==> src/rtl/csa_pkg.sv <==
// rtl/csa_pkg.sv - shared types and derivation helpers for the pipelined carry-select adder
package csa_pkg;

  typedef enum logic {CSA_ADD = 1'b0, CSA_SUB = 1'b1} csa_op_e;

  localparam int CSA_MIN_LAT = 1;

  function automatic int csa_ceil_div(int a, int b);
    if (b < 1) return 1;
    return (a + b - 1) / b;
  endfunction

  function automatic int csa_nblk(int width, int block);
    if (block < 1) return 1;
    return width / block;
  endfunction

  function automatic int csa_lat(int width, int block, int stage_blocks);
    int l;
    l = csa_ceil_div(csa_nblk(width, block), stage_blocks);
    return (l < CSA_MIN_LAT) ? CSA_MIN_LAT : l;
  endfunction

endpackage

==> src/rtl/csa_pipe_stage.sv <==
// rtl/csa_pipe_stage.sv - combinational chain of NB carry-select blocks
module csa_pipe_stage #(
  parameter int BLOCK = 4,
  parameter int NB    = 2
) (
  input  logic [NB*BLOCK-1:0] a,
  input  logic [NB*BLOCK-1:0] bx,
  input  logic                cin,
  output logic [NB*BLOCK-1:0] sum,
  output logic                cout
);

  logic [NB:0] carry;

  assign carry[0] = cin;

  for (genvar i = 0; i < NB; i++) begin : g_blk
    logic [BLOCK:0] s0;
    logic [BLOCK:0] s1;

    // Both carry hypotheses are formed up front; the ripple only drives the mux.
    assign s0 = {1'b0, a[i*BLOCK +: BLOCK]} + {1'b0, bx[i*BLOCK +: BLOCK]};
    assign s1 = {1'b0, a[i*BLOCK +: BLOCK]} + {1'b0, bx[i*BLOCK +: BLOCK]} + {{BLOCK{1'b0}}, 1'b1};

    assign sum[i*BLOCK +: BLOCK] = carry[i] ? s1[BLOCK-1:0] : s0[BLOCK-1:0];
    assign carry[i+1]            = carry[i] ? s1[BLOCK]     : s0[BLOCK];
  end

  assign cout = carry[NB];

endmodule

==> src/rtl/csa_pipe_adder.sv <==
// rtl/csa_pipe_adder.sv - pipelined carry-select adder/subtractor with valid/ready stream handshake
module csa_pipe_adder
  import csa_pkg::*;
#(
  parameter int WIDTH        = 32,
  parameter int BLOCK        = 4,
  parameter int STAGE_BLOCKS = 2
) (
  input  logic             clk,
  input  logic             rst,
  input  logic             valid_i,
  output logic             ready_o,
  input  logic [WIDTH-1:0] A,
  input  logic [WIDTH-1:0] B,
  input  logic             Carry_i,
  input  logic             sub_i,
  output logic             valid_o,
  input  logic             ready_i,
  output logic [WIDTH-1:0] S,
  output logic             Carry_o,
  output logic             Ovf_o
);

  localparam int NBLK = csa_nblk(WIDTH, BLOCK);
  localparam int LAT  = csa_lat(WIDTH, BLOCK, STAGE_BLOCKS);

  if (BLOCK < 1 || WIDTH < BLOCK || (WIDTH % BLOCK) != 0) begin : g_bad_width
    $error("csa_pipe_adder: WIDTH must be a non-zero multiple of BLOCK");
  end
  if (STAGE_BLOCKS < 1) begin : g_bad_stage
    $error("csa_pipe_adder: STAGE_BLOCKS must be at least 1");
  end

  csa_op_e          op;
  logic [WIDTH-1:0] bx_prep;
  logic             cin_prep;
  logic             en;

  assign op       = sub_i ? CSA_SUB : CSA_ADD;
  assign bx_prep  = (op == CSA_SUB) ? ~B : B;
  assign cin_prep = (op == CSA_SUB) ? 1'b1 : Carry_i;

  // One global advance: a stalled output freezes every stage, bubbles included.
  assign en      = ready_i | ~valid_o;
  assign ready_o = en;

  for (genvar k = 0; k < LAT; k++) begin : g_stage
    localparam int LO  = k * STAGE_BLOCKS;
    localparam int HI  = ((k + 1) * STAGE_BLOCKS < NBLK) ? (k + 1) * STAGE_BLOCKS : NBLK;
    localparam int LOB = LO * BLOCK;
    localparam int HB  = HI * BLOCK;
    localparam int NBB = HB - LOB;

    logic [WIDTH-1:LOB] a_in;
    logic [WIDTH-1:LOB] bx_in;
    logic               c_in;
    logic               v_in;
    logic [NBB-1:0]     sum;
    logic               cout;
    logic [HB-1:0]      s_next;
    logic [HB-1:0]      s_q;
    logic               c_q;
    logic               v_q;

    if (k == 0) begin : g_head
      assign a_in   = A;
      assign bx_in  = bx_prep;
      assign c_in   = cin_prep;
      assign v_in   = valid_i;
      assign s_next = sum;
    end else begin : g_body
      assign a_in   = g_stage[k-1].g_fwd.a_q;
      assign bx_in  = g_stage[k-1].g_fwd.bx_q;
      assign c_in   = g_stage[k-1].c_q;
      assign v_in   = g_stage[k-1].v_q;
      assign s_next = {sum, g_stage[k-1].s_q};
    end

    csa_pipe_stage #(
      .BLOCK (BLOCK),
      .NB    (HI - LO)
    ) u_stage (
      .a    (a_in[LOB +: NBB]),
      .bx   (bx_in[LOB +: NBB]),
      .cin  (c_in),
      .sum  (sum),
      .cout (cout)
    );

    always_ff @(posedge clk or posedge rst) begin
      if (rst) begin
        s_q <= '0;
        c_q <= 1'b0;
        v_q <= 1'b0;
      end else if (en) begin
        s_q <= s_next;
        c_q <= cout;
        v_q <= v_in;
      end
    end

    if (k < LAT - 1) begin : g_fwd
      // Skew buffer: only operand bits not yet consumed travel onward.
      logic [WIDTH-1:HB] a_q;
      logic [WIDTH-1:HB] bx_q;

      always_ff @(posedge clk or posedge rst) begin
        if (rst) begin
          a_q  <= '0;
          bx_q <= '0;
        end else if (en) begin
          a_q  <= a_in[WIDTH-1:HB];
          bx_q <= bx_in[WIDTH-1:HB];
        end
      end
    end else begin : g_last
      logic ovf_q;

      always_ff @(posedge clk or posedge rst) begin
        if (rst) begin
          ovf_q <= 1'b0;
        end else if (en) begin
          ovf_q <= (a_in[WIDTH-1] ~^ bx_in[WIDTH-1]) & (sum[NBB-1] ^ a_in[WIDTH-1]);
        end
      end
    end
  end

  assign valid_o = g_stage[LAT-1].v_q;
  assign S       = g_stage[LAT-1].s_q;
  assign Carry_o = g_stage[LAT-1].c_q;
  assign Ovf_o   = g_stage[LAT-1].g_last.ovf_q;

endmodule

==> config.mk <==
export PLATFORM = sky130hd
export DESIGN_NAME = csa_pipe_adder
export DESIGN_NICKNAME = d
export VERILOG_FILES = /design/src/rtl/csa_pkg.sv /design/src/rtl/csa_pipe_stage.sv /design/src/rtl/csa_pipe_adder.sv
export SDC_FILE = /design/constraint.sdc
export NUM_CORES = 1
export LEC_CHECK = 0
export CAP_MARGIN = 20
export CORE_AREA = 2 2 130 132
export DETAILED_ROUTE_END_ITERATION = 10
export DIE_AREA = 0 0 132 134
export GPL_ROUTABILITY_DRIVEN = 1
export HOLD_SLACK_MARGIN = 0.03
export PLACE_DENSITY_LB_ADDON = 0.12
export SYNTH_ARGS = -nofsm -noshare
export SYNTH_HDL_FRONTEND = slang
export SYNTH_SLANG_ARGS = --single-unit
==> constraint.sdc <==
create_clock -name clk -period 13.7 [get_ports clk]
set_input_delay 2.055 -clock clk [delete_from_list [all_inputs] [get_ports clk]]
set_output_delay 2.055 -clock clk [all_outputs]
set_load 0.03 [all_outputs]
==> impl_metrics.ini, run 1 <==
[drt]
drt_wl_total_microns = 15800
routedWlPerCell_microns = 12.4
dr.pass1.iters = 5
via_per_inst = 4.91
drc = 0
first_iter_violations = 419
ant_nets = 0
vias = 6254

[synth]
synth-seq-area-share_pct = 52.4
synth_top_flop_cell = dfrtp_1
yosysUniqueCellTypes = 42
synth_nets = 1081
syn_avg_cell_area_sq_um = 9.19
ys_warn_count = 0
synth-edff-count = 0
async_reset_ff_share_pct = 100
synthesis.area_sq_mm = 0.00884
syn-instance-count = 962
ys_ff_latch = 185

[worst_setup_path]
max_stage_delay_ns = 0.74
worstReg2RegStart = valid_o
start_kind = primary input
crit_path_end = ready_o
setup.worst_path.start = ready_i
r2r-end = S[30]
cp.arrival_ns = 4.54
critical_path_buf_inv_count = 4
worstRegToRegCells = 7
cp_slowest_cell = clkdlybuf4s50_1
endpoint_kind = output port
path_class = primary input to output port
critical_path_required_ns = 11.64
path_depth = 5
r2r_slack_ns = 10.72
cpMostUsedCell = clkdlybuf4s50_1
crit_family = buffers and inverters
crit_fanout = 210
path_cells = clkdlybuf4s50_1 -> nor2b_4 -> buf_12 -> inv_4 -> clkdlybuf4s50_1

[global_routing]
grt.overflow.total = 0
grt_pass1_wl_microns = 27400
first_global_vias = 6010
antenna_found_initial = 0
grt_max_degree = 211
grt_use_total_pct = 19.0

[timing]
setup_tns_ns = 0
slew_viol_final = 0
finalWorstSetupSlack_ns = 7.10
setup_viol_count_final = 0
rsz0062_at_grt = false
fin_worst_skew_ns = 0.00793
period_share_pct = 48.2
finalHoldViolCount = 0
worst_pin_slew_ns = 1.06
clock.fmax_mhz = 152
post-route-min-period_ns = 6.60
slew_headroom_pct = 29.1
hold-worst-slack_ns = 0.458

[floorplanning]
core-area_sq_mm = 0.0163
die_width_microns = 132
num_rows = 47
start_util_pct = 54.3
die_h_microns = 134
ioPinCount = 106
die-area_sq_mm = 0.0177

[power]
power_mw = 2.53
max-vdd-ir-drop_v = 0.000187
leakagePower_nw = 5.21
powerDensity_mw_per_mm2 = 238

[placed_design]
place_area_sq_mm = 0.0100
post-dp-hpwl_microns = 10100
portBuffers = 105
pre_cts_slack_ns = 7.07
place.gp.congestion = 0.775

[run]
cap_violations = 0

[clock_tree]
cts.repair.resized = 0
cts_buffers = 17
cts_hold_buf = 0
post_cts_buffers = 0
cts_sinks = 185
cts_buffer_depth = 2
clkTransAtPathRegs_ns = 0.07
cts_tree = built
root_buffer = clkbuf_16
clock_latency_ns = 0.42
htree_levels = 4

[final_layout]
final_area_sq_mm = 0.0106
ff_latch_area_sq_mm = 0.00463
area_delta_synth_final_pct = 20.3
multi_input_area_sq_mm = 0.00396
fillers = 1411
num_antenna_cells = 0
drive_above_1_share_pct = 4.55
finalNetCount = 1160

[hold_path]
hold_class = register to register

[outcome]
outcome = finished clean
cells in the final DEF, fill, tap and decap left out, types with 3 or more instances in the layout:
cell type | netlist | layout
nand4_1 | 6 | 6
clkdlybuf4s50_1 | 0 | 104
a21oi_1 | 27 | 27
and3_1 | 3 | 3
a21o_1 | 15 | 15
clkbuf_16 | 0 | 17
clkinv_2 | 0 | 4
clkbuf_8 | 0 | 3
xor2_1 | 25 | 25
inv_1 | 14 | 12
xor2_2 | 3 | 3
clkbuf_1 | 41 | 4
mux2i_1 | 13 | 13
ha_1 | 41 | 41
xnor2_1 | 43 | 43
nor3_1 | 5 | 5
nor2_1 | 19 | 19
nand2_1 | 417 | 417
o21a_1 | 3 | 3
a31oi_1 | 3 | 3
nand3_1 | 10 | 10
dfrtp_1 | 185 | 185
fa_1 | 8 | 8
bufinv_16 | 0 | 3
o21ai_0 | 42 | 42
or3_1 | 3 | 3
o31ai_1 | 6 | 6
layout make-up:
| type | instances | share of cell area, % |
|---|---|---|
| sequential | 185 | 43.5 |
| multi-input combinational | 714 | 37.3 |
| timing repair buffer | 109 | 10.4 |
| clock buffer | 24 | 4.53 |
| tap | 220 | 2.59 |
| clock inverter | 8 | 1.11 |
| inverter | 14 | 0.588 |
metrics by stage:
step                      instances  utilization (%)
after CTS                      1273             65.1
after detailed placement       1241             61.5
after floorplan                 962                -
final                          1274             65.3
after global routing           1274             65.3
after global placement         1241             61.5
how the worst min path moves through the flow:
stage | from | endpoint | cells after the start
floorplan | g_stage[2].v_q | g_stage[2].v_q | 2
global placement | g_stage[2].v_q | g_stage[2].v_q | 2
detailed placement | g_stage[2].v_q | g_stage[2].v_q | 2
CTS | g_stage[2].v_q | g_stage[2].v_q | 2
global route | g_stage[2].v_q | valid_o | 1
finish | g_stage[2].v_q | valid_o | 1
cells in the mapped netlist, types with 2 or more instances:
cell	n	area share (%)
inv_1	14	0.59
dfrtp_1	185	52
xnor2_1	43	4.3
a211oi_1	2	0.17
xor2_1	25	2.5
nor2b_1	2	0.14
a21o_1	15	1.3
ha_1	41	5.8
buf_6	2	0.25
and3_1	3	0.21
o21a_1	3	0.25
or3b_1	2	0.20
nor3_1	5	0.28
xor2_2	3	0.55
nor3b_1	2	0.17
mux2i_1	13	1.5
o21ai_0	42	2.4
buf_1	5	0.21
or3_2	2	0.17
nand4_1	6	0.42
a31oi_1	3	0.21
clkbuf_1	41	1.7
o31ai_1	6	0.51
nor2_1	19	0.81
or3_1	3	0.21
nand3_1	10	0.57
fa_1	8	1.8
nand2_1	417	18
a21oi_1	27	1.5
metal layers:
| metal | share of wire (%) | track usage [%] | wire length [microns] |
|---|---|---|---|
| met3 | 2.9 | 4.50 | 463 |
| met5 | 0 | 0 | 0 |
| met4 | 1.1 | 5.56 | 181 |
| met1 | 47 | 24.8 | 7460 |
| met2 | 49 | 31.7 | 7720 |
cells by family (layout without fill, tap and decap cells):
| family | count (synthesis) | after routing | share of synthesized area (%) |
|---|---|---|---|
| multiplexers | 14 | 14 | 1.60 |
| AND/OR/NAND/NOR | 476 | 476 | 21.3 |
| adder cells (fa/ha/maj) | 49 | 49 | 7.61 |
| XOR/XNOR | 71 | 71 | 7.29 |
| buffers and inverters | 63 | 155 | 2.89 |
| flip-flops | 185 | 185 | 52.4 |
| AO/OA/AOI/OAI | 104 | 104 | 6.93 |
sequential cells by signal, indices dropped and copies added (netlist names):
signal and count:
g_stage.g_fwd.a_q 48, g_stage.g_fwd.bx_q 48, g_stage.s_q 48, S 32, g_stage.c_q 3, g_stage.v_q 3
Carry_o 1, Ovf_o 1, valid_o 1
worst reg2reg max path: cells and delay by family (launching register included):
kind,cells,cell delay [ns]
simple gates,3,0.57
flops,1,0.39
compound gates,1,0.11
buf+inv,3,1.80
report_power, final:
| group | switching, mW | internal (mW) |
|---|---|---|
| Sequential | 0.138 | 0.793 |
| Clock | 0.196 | 0.301 |
| Combinational | 0.628 | 0.477 |
| Total | 0.962 | 1.57 |
Note: power is estimated with default switching activity, not from simulation.
==> run 2: changes to the inputs <==
- clock period: 13.7 -> 6.1 ns (I/O delays scaled with it)
==> run 2 against run 1 <==
  * Sequential power rose by 130%
  * Critical path type unchanged
  * Clock skew fell by 0.0018 ns
  * Global-route usage rose by 0.10 points
  * Combinational power rose by 120%
  * Final cell count did not move
  * Routed wire length fell by 0.16%
==> impl_metrics.ini, run 2 (synthesis results as in run 1) <==
[power]
p_switching_mw = 2.15
leakagePower_nw = 5.17
max-vdd-ir-drop_v = 0.000280
clkPwrFrac_pct = 18.6
p_sw_share_pct = 38.4
combPwrFrac_pct = 43.9
power_frac_seq_pct = 37.5
powerDensity_mw_per_mm2 = 531
internal_power_mw = 3.45

[timing]
finalHoldViolCount = 0
finalWorstSetupSlack_ns = 2.42
slew_viol_final = 0
hold-worst-slack_ns = 0.461
setup_tns_ns = 0
period_share_pct = 60.3
rsz0062_at_grt = false
fin_worst_skew_ns = 0.00611
post-route-min-period_ns = 3.68
worst_pin_slew_ns = 1.02
setup_viol_count_final = 0
slew_headroom_pct = 31.7
clock.fmax_mhz = 272

[final_layout]
layout_commonest_cell = nand2_1
finalNetCount = 1160
num_antenna_cells = 0
area_delta_synth_final_pct = 19.4
reg.largest.list = g_stage.g_fwd.a_q: 48 flops, g_stage.g_fwd.bx_q: 48 flops, g_stage.s_q: 48 flops
fillers = 1403
drive_above_1_share_pct = 4.36
mostFrequentLayoutCells = 417 x nand2_1, 185 x dfrtp_1, 104 x clkdlybuf4s50_1, 43 x xnor2_1, 42 x o21ai_0
fin_cells = 1274

[clock_tree]
cts_buffer_depth = 2
cts_hold_buf = 0
cts_buffers = 17
post_cts_buffers = 0
cts_tree = built
htree_levels = 4
cts.repair.resized = 0
clkTransAtPathRegs_ns = 0.06
cts_sinks = 185
clock_latency_ns = 0.42
root_buffer = clkbuf_16

[worst_setup_path]
crit_fanout = 68
setup.worst_path.start = ready_i
path_class = primary input to output port
cp.arrival_ns = 2.76
worstRegToRegCells = 9
r2r-end = g_stage[2].s_q[23]
endpoint_kind = output port
r2r_slack_ns = 3.18
crit_path_end = ready_o
worstReg2RegStart = g_stage[1].g_fwd.bx_q[16]
start_kind = primary input
critical_path_required_ns = 5.18

[global_routing]
grt.overflow.total = 0
grt_use_total_pct = 19.1
antenna_found_initial = 0
grt_max_degree = 138
first_global_vias = 6091
grt_pass1_wl_microns = 27500

[floorplanning]
ioPinCount = 106
core-area_sq_mm = 0.0163
die-area_sq_mm = 0.0177
start_util_pct = 54.3
die_width_microns = 132
die_h_microns = 134
num_rows = 47

[drt]
drc = 0
dr.pass1.iters = 6
first_iter_violations = 405
routedWlPerCell_microns = 12.4
via_per_inst = 4.92
drt_wl_total_microns = 15800
ant_nets = 0
vias = 6266

[placed_design]
post-dp-hpwl_microns = 10300
portBuffers = 105
place.gp.congestion = 0.751
dp_cells = 1242
pre_cts_slack_ns = 2.11

[outcome]
outcome = finished clean

[hold_path]
hold_class = register to register

[run]
cap_violations = 0
==> run 2: power by group through the flow <==
| stage | Combinational [mW] | Sequential [mW] | Clock (mW) |
|---|---|---|---|
| after floorplan | 1.70 | 2.26 | 0 |
| after global placement | 2.42 | 2.11 | 0 |
| after detailed placement | 2.48 | 2.13 | 0 |
| after CTS | 2.50 | 2.11 | 1.06 |
| after global routing | 2.80 | 2.17 | 1.11 |
| final | 2.46 | 2.10 | 1.04 |
==> run 2: area by class of cell <==
| type | instances | area [sq um] | area share (%) |
|---|---|---|---|
| sequential | 185 | 4630 | 43.9 |
| multi-input combinational | 714 | 3960 | 37.6 |
| timing repair buffer | 109 | 1080 | 10.2 |
| clock buffer | 23 | 448 | 4.24 |
| tap | 220 | 275 | 2.61 |
| clock inverter | 9 | 100 | 0.948 |
| inverter | 14 | 62.6 | 0.593 |
==> run 2: how the worst min path moves through the flow <==
stage                           start                 to  slack, ns  cells after the start
floorplan              g_stage[2].v_q     g_stage[2].v_q       0.43                      2
global route        g_stage[1].s_q[3]  g_stage[1].s_q[3]       0.47                      2
CTS                 g_stage[2].s_q[9]  g_stage[2].s_q[9]       0.47                      2
finish                          S[21]              S[21]       0.46                      2
global placement       g_stage[2].v_q     g_stage[2].v_q       0.44                      2
detailed placement              S[21]              S[21]       0.45                      2
==> run 2: through the flow <==
| stage | area, sq um | util [%] | total power, mW |
|---|---|---|---|
| finish | 10600 | 64.8 | 5.60 |
| global route | 10600 | 64.8 | 6.09 |
| CTS | 10600 | 64.8 | 5.67 |
| detailed placement | 10000 | 61.4 | 4.61 |
| global placement | 10000 | 61.4 | 4.53 |
| floorplan | 8840 | - | 3.96 |
==> run 2: routing by layer <==
metal / track usage (%) / wire length [microns] / up-vias
li1: - / - / 3236
met1: 24.7 / 7460 / 2932
met2: 32.4 / 7640 / 78
met3: 3.59 / 424 / 20
met4: 6.76 / 278 / 0
met5: 0 / 0 / -
==> run 2: worst max-delay path, stage by stage <==
cell             delay [ns]
clkdlybuf4s50_1        0.51
nor2b_4                0.06
inv_4                  0.48
clkdlybuf4s50_1        0.79
==> run 3: changes to the inputs <==
- CORE_AREA: 2 2 130 132 -> 2 2 135 137
- DIE_AREA: 0 0 132 134 -> 0 0 137 139
- clock period: 6.1 -> 3 ns (I/O delays scaled with it)
==> run 3 against run 2 <==
  * Sequential power grew 100%
  * Final cell count up 1.9%
  * Sequential share of layout area down 1.1 points
  * Core utilization fell by 3.4 points
  * Power up 110%
  * Clock power is 120% higher
  * Largest power group unchanged
  * Die area rose by 7.7%
  * Via count is 0.34% higher
  * First-iteration DRC count fell by 23%
==> impl_metrics.ini, run 3 (synthesis results as in run 1) <==
[outcome]
outcome = finished clean

[timing]
post-route-min-period_ns = 2.87
hold-worst-slack_ns = 0.462
slew_viol_final = 0
setup_viol_count_final = 0
fin_worst_skew_ns = 0.00881
period_share_pct = 95.8
rsz0062_at_grt = true
finalHoldViolCount = 0
finalWorstSetupSlack_ns = 0.126
clock.fmax_mhz = 348
setup_tns_ns = 0
worst_pin_slew_ns = 0.689
slew_headroom_pct = 53.9

[power]
leakagePower_nw = 5.29
max-vdd-ir-drop_v = 0.00109
combPwrFrac_pct = 44.4
power_frac_seq_pct = 36.3
p_switching_mw = 4.55
internal_power_mw = 7.21
p_sw_share_pct = 38.7
power_mw = 11.8
powerDensity_mw_per_mm2 = 1090
clkPwrFrac_pct = 19.2

[worst_setup_path]
path_class = register to register
cp.arrival_ns = 3.22
endpoint_kind = register
start_kind = register
critical_path_required_ns = 3.35
crit_fanout = 7

[final_layout]
fin_cells = 1298
fillers = 1594
ff_latch_area_sq_mm = 0.00463
post-route-util_pct = 61.4
layout_commonest_cell = nand2_1
finalNetCount = 1174
reg.largest.list = g_stage.g_fwd.a_q: 48 flops, g_stage.g_fwd.bx_q: 48 flops, g_stage.s_q: 48 flops
area_delta_synth_final_pct = 22.5
drive_above_1_share_pct = 6.65
final_area_sq_mm = 0.0108
mostFrequentLayoutCells = 417 x nand2_1, 185 x dfrtp_1, 103 x clkdlybuf4s50_1, 42 x xnor2_1, 42 x o21ai_0
multi_input_area_sq_mm = 0.00400

[global_routing]
grt.overflow.total = 0
grt_use_total_pct = 18.6
grt_pass1_wl_microns = 28800
first_global_vias = 6311
grt_max_degree = 120
antenna_found_initial = 1

[run]
cap_violations = 0

[drt]
drt_wl_total_microns = 16100
drc = 0
routedWlPerCell_microns = 12.4
first_iter_violations = 310
via_per_inst = 4.84
vias = 6287
ant_nets = 0
dr.pass1.iters = 4

[placed_design]
place.gp.congestion = 0.760
pre_cts_slack_ns = -0.0919
dp_cells = 1262
place_area_sq_mm = 0.0102
portBuffers = 105
post-dp-hpwl_microns = 10900

[floorplanning]
start_util_pct = 50.1
ioPinCount = 106
die_h_microns = 139
die_width_microns = 137
core-area_sq_mm = 0.0177
num_rows = 49
die-area_sq_mm = 0.0190

[clock_tree]
root_buffer = clkbuf_16
htree_levels = 4
cts_hold_buf = 0
clock_latency_ns = 0.43
cts_tree = built
cts_sinks = 185
cts_buffers = 17
cts_buffer_depth = 2
clkTransAtPathRegs_ns = 0.07

[hold_path]
hold_class = register to register
==> run 3: power groups by stage <==
stage                     sequential, mW  clock [mW]  combinational, mW
final                               4.27        2.26               5.23
after global routing                4.44        2.41               5.98
after CTS                           4.29        2.32               5.18
after floorplan                     4.60           0               3.45
after detailed placement            4.33           0               5.14
after global placement              4.29           0               5.03
==> run 3: worst paths after layout <==
path                                          start                         to  slack (ns)  cells after the start
setup / recovery           g_stage[1].g_fwd.a_q[16]         g_stage[2].s_q[23]        0.13                      9
hold reg to reg                               S[20]                      S[20]        0.46                      2
setup reg to reg           g_stage[1].g_fwd.a_q[16]         g_stage[2].s_q[23]        0.13                      9
max in group asynchronous                       rst         g_stage[2].s_q[11]        1.81                      3
min in group asynchronous                       rst  g_stage[0].g_fwd.bx_q[21]        0.48                      2
hold / removal                                S[20]                      S[20]        0.46                      2
==> run 3: critical path, cell delays in order (launching register included) <==
cell and delay [ns]:
dfrtp_1 0.38, ha_1 0.23, fa_1 0.53, ha_1 0.18, nand2_1 0.08, or3b_4 0.40, mux2i_4 0.20, xor2_4 0.13
or3_2 0.49, a31oi_1 0.17
==> run 3: area by class of cell <==
class,count,area share [%]
flip-flops and latches,185,42.7
multi-input cells,714,36.9
repair buffers,123,11.6
clock buffers,18,4.05
well taps,229,2.64
clock inverters,14,1.50
inverters,14,0.543
diodes,1,0.0231
==> run 3: what timing repair did <==
action | 4_1_cts | 5_1_grt
resized for setup | 0 | 6
buffers inserted | 0 | 3
setup endpoints to repair | 0 | 5
==> run 3: per-layer routing <==
| layer | share of wire, % | vias to the layer above | global-route usage, % |
|---|---|---|---|
| met5 | 0 | - | 0 |
| met4 | 0.89 | 0 | 4.88 |
| met3 | 3.0 | 15 | 4.02 |
| met2 | 49 | 74 | 31.3 |
| met1 | 47 | 2928 | 24.1 |
| li1 | - | 3270 | - |
